--- src/rtl/delay_timer.sv ---
// Programmable delay/interval timer: one-shot or periodic, with clock prescaler and busy/done status.
// Optional DELAY_REMAIN_EN macro adds a registered "remaining ticks" output.
module delay_timer #(
    parameter int CNT_WIDTH = 18,
    parameter int PRESCALE  = 1
) (
    input  logic                 clock,
    input  logic                 reset_n,
    input  logic                 en_delay,
    input  logic                 periodic,
    input  logic [CNT_WIDTH-1:0] delay_ticks,
    output logic                 delay_done,
    output logic                 done_level,
`ifdef DELAY_REMAIN_EN
    output logic [CNT_WIDTH-1:0] remaining,
`endif
    output logic                 busy
);

    localparam int PW = (PRESCALE > 1) ? $clog2(PRESCALE) : 1;

    typedef enum logic [1:0] {
        S_IDLE = 2'd0,
        S_RUN  = 2'd1,
        S_DONE = 2'd2
    } state_t;

    state_t                 r_state;
    logic [CNT_WIDTH-1:0]   r_count;
    logic [PW-1:0]          r_pre;
    logic [CNT_WIDTH-1:0]   r_n_lat;
    logic                   r_mode_lat;
    logic                   r_delay_done;
    logic                   r_done_level;
    logic                   r_busy;
`ifdef DELAY_REMAIN_EN
    logic [CNT_WIDTH-1:0]   r_remaining;
`endif

    logic                   w_tick;
    logic                   w_last;
    logic [CNT_WIDTH-1:0]   w_n_in;

    // A requested length of zero behaves as a single tick so n_lat-1 never underflows.
    assign w_n_in = (delay_ticks == '0) ? CNT_WIDTH'(1) : delay_ticks;
    assign w_tick = (r_pre == PW'(PRESCALE - 1));
    assign w_last = (r_count == (r_n_lat - CNT_WIDTH'(1)));

    always_ff @(posedge clock or negedge reset_n) begin
        if (!reset_n) begin
            r_state      <= S_IDLE;
            r_count      <= '0;
            r_pre        <= '0;
            r_n_lat      <= '0;
            r_mode_lat   <= 1'b0;
            r_delay_done <= 1'b0;
            r_done_level <= 1'b0;
            r_busy       <= 1'b0;
`ifdef DELAY_REMAIN_EN
            r_remaining  <= '0;
`endif
        end else begin
            r_delay_done <= 1'b0;
            case (r_state)
                S_IDLE: begin
                    if (en_delay) begin
                        r_state    <= S_RUN;
                        r_count    <= '0;
                        r_pre      <= '0;
                        r_n_lat    <= w_n_in;
                        r_mode_lat <= periodic;
                        r_busy     <= 1'b1;
`ifdef DELAY_REMAIN_EN
                        r_remaining <= w_n_in - CNT_WIDTH'(1);
`endif
                    end
                end
                S_RUN: begin
                    // Abort wins over a terminal tick on the same edge.
                    if (!en_delay) begin
                        r_state <= S_IDLE;
                        r_count <= '0;
                        r_pre   <= '0;
                        r_busy  <= 1'b0;
`ifdef DELAY_REMAIN_EN
                        r_remaining <= '0;
`endif
                    end else if (w_tick) begin
                        r_pre <= '0;
                        if (w_last) begin
                            r_delay_done <= 1'b1;
                            r_count      <= '0;
                            if (r_mode_lat) begin
                                r_n_lat <= w_n_in;
`ifdef DELAY_REMAIN_EN
                                r_remaining <= w_n_in - CNT_WIDTH'(1);
`endif
                            end else begin
                                r_state      <= S_DONE;
                                r_busy       <= 1'b0;
                                r_done_level <= 1'b1;
`ifdef DELAY_REMAIN_EN
                                r_remaining <= '0;
`endif
                            end
                        end else begin
                            r_count <= r_count + CNT_WIDTH'(1);
`ifdef DELAY_REMAIN_EN
                            r_remaining <= r_remaining - CNT_WIDTH'(1);
`endif
                        end
                    end else begin
                        r_pre <= r_pre + PW'(1);
                    end
                end
                S_DONE: begin
                    if (!en_delay) begin
                        r_state      <= S_IDLE;
                        r_done_level <= 1'b0;
                    end
                end
                default: begin
                    r_state      <= S_IDLE;
                    r_busy       <= 1'b0;
                    r_done_level <= 1'b0;
                end
            endcase
        end
    end

    assign delay_done = r_delay_done;
    assign done_level = r_done_level;
    assign busy       = r_busy;
`ifdef DELAY_REMAIN_EN
    assign remaining  = r_remaining;
`endif

endmodule

--- config.mk ---
export PLATFORM = sky130hd
export DESIGN_NAME = delay_timer
export DESIGN_NICKNAME = d
export VERILOG_FILES = /design/src/rtl/delay_timer.sv
export SDC_FILE = /design/constraint.sdc
export NUM_CORES = 1
export LEC_CHECK = 0
export CORE_MARGIN = 4
export CORE_UTILIZATION = 60
export CTS_CLUSTER_DIAMETER = 40
export DETAILED_ROUTE_END_ITERATION = 8
export GPL_TIMING_DRIVEN = 0
export HOLD_SLACK_MARGIN = 0.12
export PLACE_DENSITY = 0.82
export SYNTH_ARGS = -nofsm -noshare
export SYNTH_HDL_FRONTEND = slang
export SYNTH_SLANG_ARGS = --single-unit
--- constraint.sdc ---
create_clock -name clock -period 6.2 [get_ports clock]
set_input_delay 0.62 -clock clock [delete_from_list [all_inputs] [get_ports clock]]
set_output_delay 0.62 -clock clock [all_outputs]
set_load 0.1 [all_outputs]
---- Word level (Yosys, flattened, before mapping) ----
Index checks and enable logic that the tools add are counted.
word-level totals
  register bits after elaboration ......... 43
  latch bits .............................. 0
  memory bits (writable) .................. 0
  ROM bits ................................ 0
  bits of input ports ..................... 22
  output and inout bits ................... 3
  logic and storage cells ................. 75
  memories kept ........................... 0
operators by class
  add/sub/neg operators ................... 3
  multiply operators ...................... 0
  div/mod/pow operators ................... 0
  magnitude comparators ................... 0
  equality and inequality tests ........... 13
  shift operators ......................... 0
  mux-type cells .......................... 39
  bitwise operators ....................... 2
  reduce and logical (&&, ||, !) cells .... 10
operators with widths
  operator                                             number
  2-to-1 mux 18 bit                                    10
  case mux 18 bit (2 select lines)                     2
  adder 18 x 1 -> 18 bit, second input constant        1
  equality test 18 bit                                 1
  logical NOT 18 bit                                   1
  subtractor 18 x 1 -> 18 bit, second input constant   1
  2-to-1 mux 1 bit                                     17
  != test 2 bit, second input constant                 7
  2-to-1 mux 2 bit                                     6
  AND reduction 6 bit                                  2
  AND reduction 5 bit                                  2
  != test 3 bit, second input constant                 3
  case mux 1 bit (3 select lines)                      2
  case mux 2 bit (3 select lines)                      1
  AND reduction 2 bit                                  2
  AND reduction 3 bit                                  1
  equality test 2 x 1 -> 1 bit, second input constant  1
  equality test 2 bit, second input constant           1
  logical NOT 2 bit                                    1
  NOT 1 bit                                            2
  case mux 1 bit (2 select lines)                      1
  nonzero test 2 bit                                   1
  adder 1 bit, second input constant                   1

---- Depth between registers and ports, before layout ----
Gate-level depths: netlist of the first run.
  depth after elaboration ................. 7
  gate-level depth with buffers ........... 12
  mapped depth without buffers ............ 9

---- Worst setup path after synthesis of the first run ----
OpenSTA, ideal clock, no wires.
  path kind ............................... register to register
  start point ............................. reg r_n_lat[0]
  end point ............................... reg r_n_lat[17]
  arrival time ............................ 3.022 ns
  required time ........................... 6.075 ns
  slack ................................... 3.053 ns
  stages on the path, launching flop included .. 12
  buffers on the path ..................... 2
  clock period less this slack ............ 3.147 ns
  cells stage by stage .................... dfrtp_1 -> inv_1 -> ha_1 -> or4b_1 -> buf_2 -> o31a_1 -> o211a_1 -> nor3_4 -> nor2_2 -> a41oi_4 -> buf_12 -> mux2_4
between the ends
  longest elaborated chain between the ends .. 4
RTL lines
  what                                  line  source
  start, declared                       31    logic [CNT_WIDTH-1:0] r_n_lat;
  start signal, assigned                70    r_n_lat <= w_n_in;
  start signal, assigned                94    r_n_lat <= w_n_in;
  subtractor 18 x 1 -> 18 bit           47    assign w_last = (r_count == (r_n_lat - CNT_WIDTH'(1)));
  equality test 18 bit                  47
  != test 2 bit (no source line)        --
  AND reduction 6 bit (no source line)  --
No other way between the ends.
A chain may end at the register's enable or synchronous reset.

---- Worst setup path after layout of the first run ----
Same ends and word-level chain as after synthesis.

==> results of run 1 <==
## worst max path at each step
stage	end	slack (ps)	cells after the start
CTS	r_n_lat[17]	2600	11
global route	r_n_lat[17]	2400	11
floorplan	r_n_lat[17]	3050	11
global placement	r_n_lat[17]	2640	11
detailed placement	r_n_lat[17]	2630	11
finish	r_n_lat[17]	2600	11
## cell families after synthesis
kind of cell | after synthesis | synth area share [%]
and+or+nand+nor | 123 | 25.8
AOI/OAI and AO/OA | 45 | 12.4
DFF | 42 | 38.7
buffers and inverters | 16 | 3.50
muxes | 18 | 8.66
xor gates and xnor gates | 31 | 10.0
adders and majority gates | 2 | 0.921
## per-stage QoR
stage	hold slack, ps	instances	setup slack, ps	area [um^2]	total power, uW
floorplan	324	277	3050	2720	428
global placement	497	353	2640	3020	472
detailed placement	429	354	2630	3040	478
CTS	537	363	2600	3140	664
global route	565	363	2400	3140	692
finish	538	363	2600	3140	660
## layer usage
layer	global-route usage (%)	vias up	wire, um
li1	-	1112	-
met1	33.0	1096	2820
met2	38.0	52	2920
met3	3.87	6	277
met4	5.24	0	59
met5	0	-	0
## state kept, by name, indices dropped and copies added (netlist names)
| name | cells |
|---|---|
| done_level | 1 |
| r_state | 2 |
| delay_done | 1 |
| r_mode_lat | 1 |
| r_n_lat | 18 |
| busy | 1 |
| r_count | 18 |
## power breakdown
| group | switching, uW | leakage, uW | total (uW) | internal (uW) |
|---|---|---|---|---|
| clock | 94.9 | 0.0000472 | 184 | 89.6 |
| sequential | 30.8 | 0.000538 | 325 | 294 |
| combinational | 76.4 | 0.000630 | 151 | 74.4 |
## cells in the final DEF (no fill, tap or decap), types with 9 or more instances in the layout
cell and count:
dfrtp_1 42, clkdlybuf4s50_1 23, nor3_1 22, xnor2_1 20
nand2_1 16, nor2_1 15, nor4_1 13, nand3_1 13
xor2_1 11, mux2_4 9
## cells in the mapped netlist (3+ instances only)
cell | count | area, um^2
nand4_1 | 7 | 43.8
nand3_1 | 13 | 65.1
or3_1 | 6 | 37.5
nor2b_1 | 4 | 25.0
nor2_1 | 15 | 56.3
a22o_1 | 5 | 43.8
mux2_2 | 8 | 90.1
o21ai_0 | 8 | 40.0
clkbuf_1 | 4 | 15.0
o211ai_1 | 4 | 30.0
nand2_1 | 16 | 60.1
xnor2_1 | 20 | 175
mux2_4 | 9 | 135
buf_2 | 3 | 15.0
dfrtp_1 | 42 | 1050
inv_1 | 6 | 22.5
xor2_1 | 11 | 96.3
nor4_1 | 13 | 81.3
and3_1 | 5 | 31.3
nor3_1 | 22 | 110
a21oi_1 | 8 | 40.0
## worst register-to-register path, cell delays in order, from the launching register on
cell and delay [ps]:
dfrtp_1 460, inv_1 110, ha_1 260, or4b_1 440, buf_2 190, o31a_1 310
o211a_1 260, nor3_4 370, nor2_2 130, a41oi_4 440, buf_12 220, mux2_4 300
## final cells by class
class	instances	area, um^2	area share (%)
Tap cell	52	65.1	2.07
Inverter	6	22.5	0.717
Clock buffer	6	82.6	2.63
Buffer	10	72.6	2.31
Multi-Input combinational cell	219	1570	50.0
Clock inverter	2	12.5	0.398
Timing Repair Buffer	26	265	8.44
Sequential cell	42	1050	33.5
==> impl_metrics.tcl, run 1 <==
set metrics [dict create \
    fillers 337 \
    h-tree-depth 2 \
    cts_root_buf "clkbuf_8" \
    setup.worst_path.class "flop to flop" \
    vias_per_cell 6.24 \
    wl_per_cell_um 16.7 \
    core.rowCount 24 \
    hold_viol_final 0 \
    cts_buffers 5 \
    cts_max_path_buffers 2 \
    globalplace.congestion 0.815 \
    yosysWarnings 0 \
    die_w_um 75.3 \
    critPathCaptureType "flop" \
    drc 0 \
    core_um2 4350 \
    numPortBuffers 24 \
    clk_pin_slew_ps 90 \
    grt_first_pass_wirelength_um 10200 \
    synth_area_per_cell_um2 9.81 \
    clkSinkCount 42 \
    crit_required_ps 6370 \
    cp_cell_sequence "inv_1 > ha_1 > or4b_1 > buf_2 > o31a_1 > o211a_1 > nor3_4 > nor2_2 > a41oi_4 > buf_12 > mux2_4" \
    setup_viol 0 \
    post_cts_buffers 0 \
    ys_types 55 \
    grt_max_degree 41 \
    max_cap_violations 0 \
    hp-class "flop to flop" \
    crit_buf_inv 3 \
    syn_area_um2 2720 \
    cp_top_family "compound AO/OA/AOI/OAI gates" \
    maxSlewViolCount 0 \
    fin_skew_ps 7.90 \
    vdd_ir_drop_max_mv 0.116 \
    synthArstFlopShare_pct 100 \
    fin_crit_sh_pct 58.1 \
    post-route-min-period_ps 3600 \
    status "completed" \
    syn_nets 301 \
    worstPathArrival_ps 3770 \
    crit_start "r_n_lat[0]" \
    tightestPinTransition_ps 964 \
    cts_tree "yes" \
    crit_slowest_cell "dfrtp_1" \
    synth-edff-count 0 \
    r2r_end "r_n_lat[17]" \
    start_util_pct 62.4 \
    diodes 0 \
    cp_slowest_stage_delay_ps 460 \
    io_pins 25 \
    rsz0062_at_grt "false" \
    synthToLayoutAreaGrowth_pct 15.7 \
    insertion_delay_ps 290 \
    r2r_start "r_n_lat[0]" \
    ant_nets 0 \
    grt_antenna_before_repair 0 \
    die_h_um 75.3 \
    slew_headroom_pct 35.6 \
    dp_hpwl_um 4480 \
    r2r.worst_path.cells 11 \
    grt_util_all_layers_pct 23.4 \
    startpoint_type "flop" \
    design.die.area_um2 5670 \
    grt_pass1_vias 2175 \
    max_freq_mhz 278 \
    vias 2266 \
    hold_start "done_level" \
    post_cts_resized 0 \
    power.leakage_uw 0.00121 \
    p_per_area_nw_per_um2 210 \
    drive_gt1_share_pct 13.5 \
    wirelength_um 6080 \
    overflow 0 \
    yosysSeqAreaShare_pct 38.7 \
    synth-seq-cells 42 \
    synthesis.instances 277 \
    hold_buffers 1 \
    fin_setup_tns_ps 0 \
    nets 334 \
    whs_path_depth 2 \
    crit_fanout 10 \
    drt_pass1_iterations 5 \
    fin_util_pct 72.2 \
    ys.flop_type "dfrtp_1" \
    min_to "done_level" \
    drtIter0Drc 202 \
    ff2ff_setup_slack_ps 2600 \
]
Note: power is estimated with default switching activity, not from simulation.
==> run 2, diff against run 1 <==
CORE_UTILIZATION = 58   (was 60)
PLACE_DENSITY = 0.79   (was 0.82)
clock period = 3.5 ns   (was 6.2 ns; I/O delays follow)
==> run 2 against run 1 <==
Maximum frequency rose by 9.7%. Global-route usage fell by 1.5 points. Non-clock buffer count rose by 3. Register-to-register slack got worse by 2400 ps. Die area rose by 3.1%. Combinational power rose by 84%.
==> impl_metrics.tcl, run 2 (same netlist as run 1, synthesis figures left out) <==
set metrics [dict create \
    status "completed" \
    crit_required_ps 3660 \
    hold_viol_final 0 \
    core_um2 4440 \
    design.die.area_um2 5840 \
    cts_max_path_buffers 2 \
    maxSlewViolCount 0 \
    drtIter0Drc 169 \
    tightestPinTransition_ps 980 \
    fin_skew_ps 15.1 \
    insertion_delay_ps 300 \
    max_cap_violations 0 \
    clk_pin_slew_ps 80 \
    fin_setup_tns_ps 0 \
    drt_pass1_iterations 4 \
    internal_power_uw 873 \
    die_h_um 76.4 \
    cts_buffers 5 \
    drc 0 \
    numPortBuffers 24 \
    globalplace.congestion 0.894 \
    setup_viol 0 \
    critPathCaptureType "flop" \
    clock_power_share_pct 30.6 \
    reg.largest.list "r_count (18), r_n_lat (18), r_state (2)" \
    power.leakage_uw 0.00124 \
    cp_cell_sequence "buf_2 > nor3_1 > a21oi_1 > nor4b_1 > o211ai_1 > or4_1 > buf_2 > nor3_2 > buf_6 > nor3_1" \
    drive_gt1_share_pct 14.3 \
    max_freq_mhz 305 \
    core.rowCount 24 \
    wirelength_um 6220 \
    io_pins 25 \
    layout_commonest_cell "dfrtp_1" \
    rsz0062_at_grt "false" \
    clkSinkCount 42 \
    cts_root_buf "clkbuf_8" \
    grt_pass1_vias 2171 \
    overflow 0 \
    nets 337 \
    crit_buf_inv 3 \
    die_w_um 76.4 \
    p_comb_share_pct 22.6 \
    swShare_pct 29.0 \
    grt_max_degree 42 \
    vias_per_cell 6.26 \
    fin_crit_sh_pct 93.8 \
    seqPwrFrac_pct 46.8 \
    switchingPower_uw 357 \
    hp-class "input port to asynchronous set/reset pin" \
    ant_nets 0 \
    cp_slowest_stage_delay_ps 670 \
    vdd_ir_drop_max_mv 0.255 \
    startpoint_type "flop" \
    dp_hpwl_um 4420 \
    vias 2292 \
    final_cell_mix "42 x dfrtp_1, 23 x clkdlybuf4s50_1, 22 x nor3_1" \
    p_per_area_nw_per_um2 383 \
    setup.worst_path.class "flop to flop" \
    fillers 342 \
    cp_top_family "simple AND/OR/NAND/NOR gates" \
    grt_antenna_before_repair 0 \
    cp_num_cells 10 \
    diodes 0 \
    synthToLayoutAreaGrowth_pct 18.1 \
    crit_slowest_cell "nor3_1" \
    h-tree-depth 2 \
    slew_headroom_pct 34.5 \
    crit_fanout 10 \
    totalPowerFinal_uw 1230 \
    worstPathArrival_ps 3440 \
    grt_first_pass_wirelength_um 10500 \
    wl_per_cell_um 17.0 \
    cts_tree "yes" \
    r2r.worst_path.cells 10 \
    start_util_pct 61.1 \
    post-route-min-period_ps 3280 \
    grt_util_all_layers_pct 21.9 \
]
[run 2: power groups by stage]
stage	Combinational, uW	Clock [uW]	Sequential (uW)
floorplan	182	0	576
global placement	257	0	581
detailed placement	264	0	583
CTS	272	384	573
global route	304	399	583
finish	278	377	576
[run 2: layout make-up]
type                            instances  area (um^2)  share of cell area [%]
Multi-Input combinational cell        219         1580                    49.2
Clock buffer                            7         76.3                    2.38
Buffer                                 10         72.6                    2.26
Timing Repair Buffer                   29          313                    9.75
Tap cell                               52         65.1                    2.03
Clock inverter                          1         30.0                   0.936
Inverter                                6         22.5                   0.702
Sequential cell                        42         1050                    32.7
[run 2: layer usage]
layer | wire [um] | GRT usage, % | part of all wire (%) | vias up
li1 | - | - | - | 1124
met2 | 3020 | 36.2 | 49 | 52
met4 | 96 | 5.98 | 1.5 | 0
met5 | 0 | 0 | 0 | -
met3 | 267 | 3.55 | 4.3 | 9
met1 | 2830 | 29.9 | 46 | 1107
[run 2: stage by stage]
stage	worst slack, ps	hold WS, ps	area, um^2	utilization [%]	std cells
2_1_floorplan	353	54.4	2720	-	277
3_3_place_gp	-67.7	497	3020	68.0	353
3_5_place_dp	-69.6	152	3040	68.3	354
4_1_cts	89.0	368	3190	71.8	365
5_1_grt	6.66	396	3210	72.2	366
6_report	218	378	3210	72.2	366
[run 2: path summary, 6_finish.rpt]
path                             from         end  slack (ps)
setup reg to reg           r_n_lat[3]  r_count[9]         220
hold reg to reg            done_level  done_level         530
min in group clock         done_level  done_level         530
max in group asynchronous     reset_n  r_count[8]        2700
setup / recovery           r_n_lat[3]  r_count[9]         220
hold / removal                reset_n  r_n_lat[4]         380
[run 2: repair_timing]
action / 4_1_cts / 5_1_grt
setup buffers: 2 / 1
pin swaps: 1 / 1
hold buffers: 1 / 0
setup endpoints to repair: 9 / 28
endpoints found under the hold margin: 42 / 0
resized for setup: 0 / 2
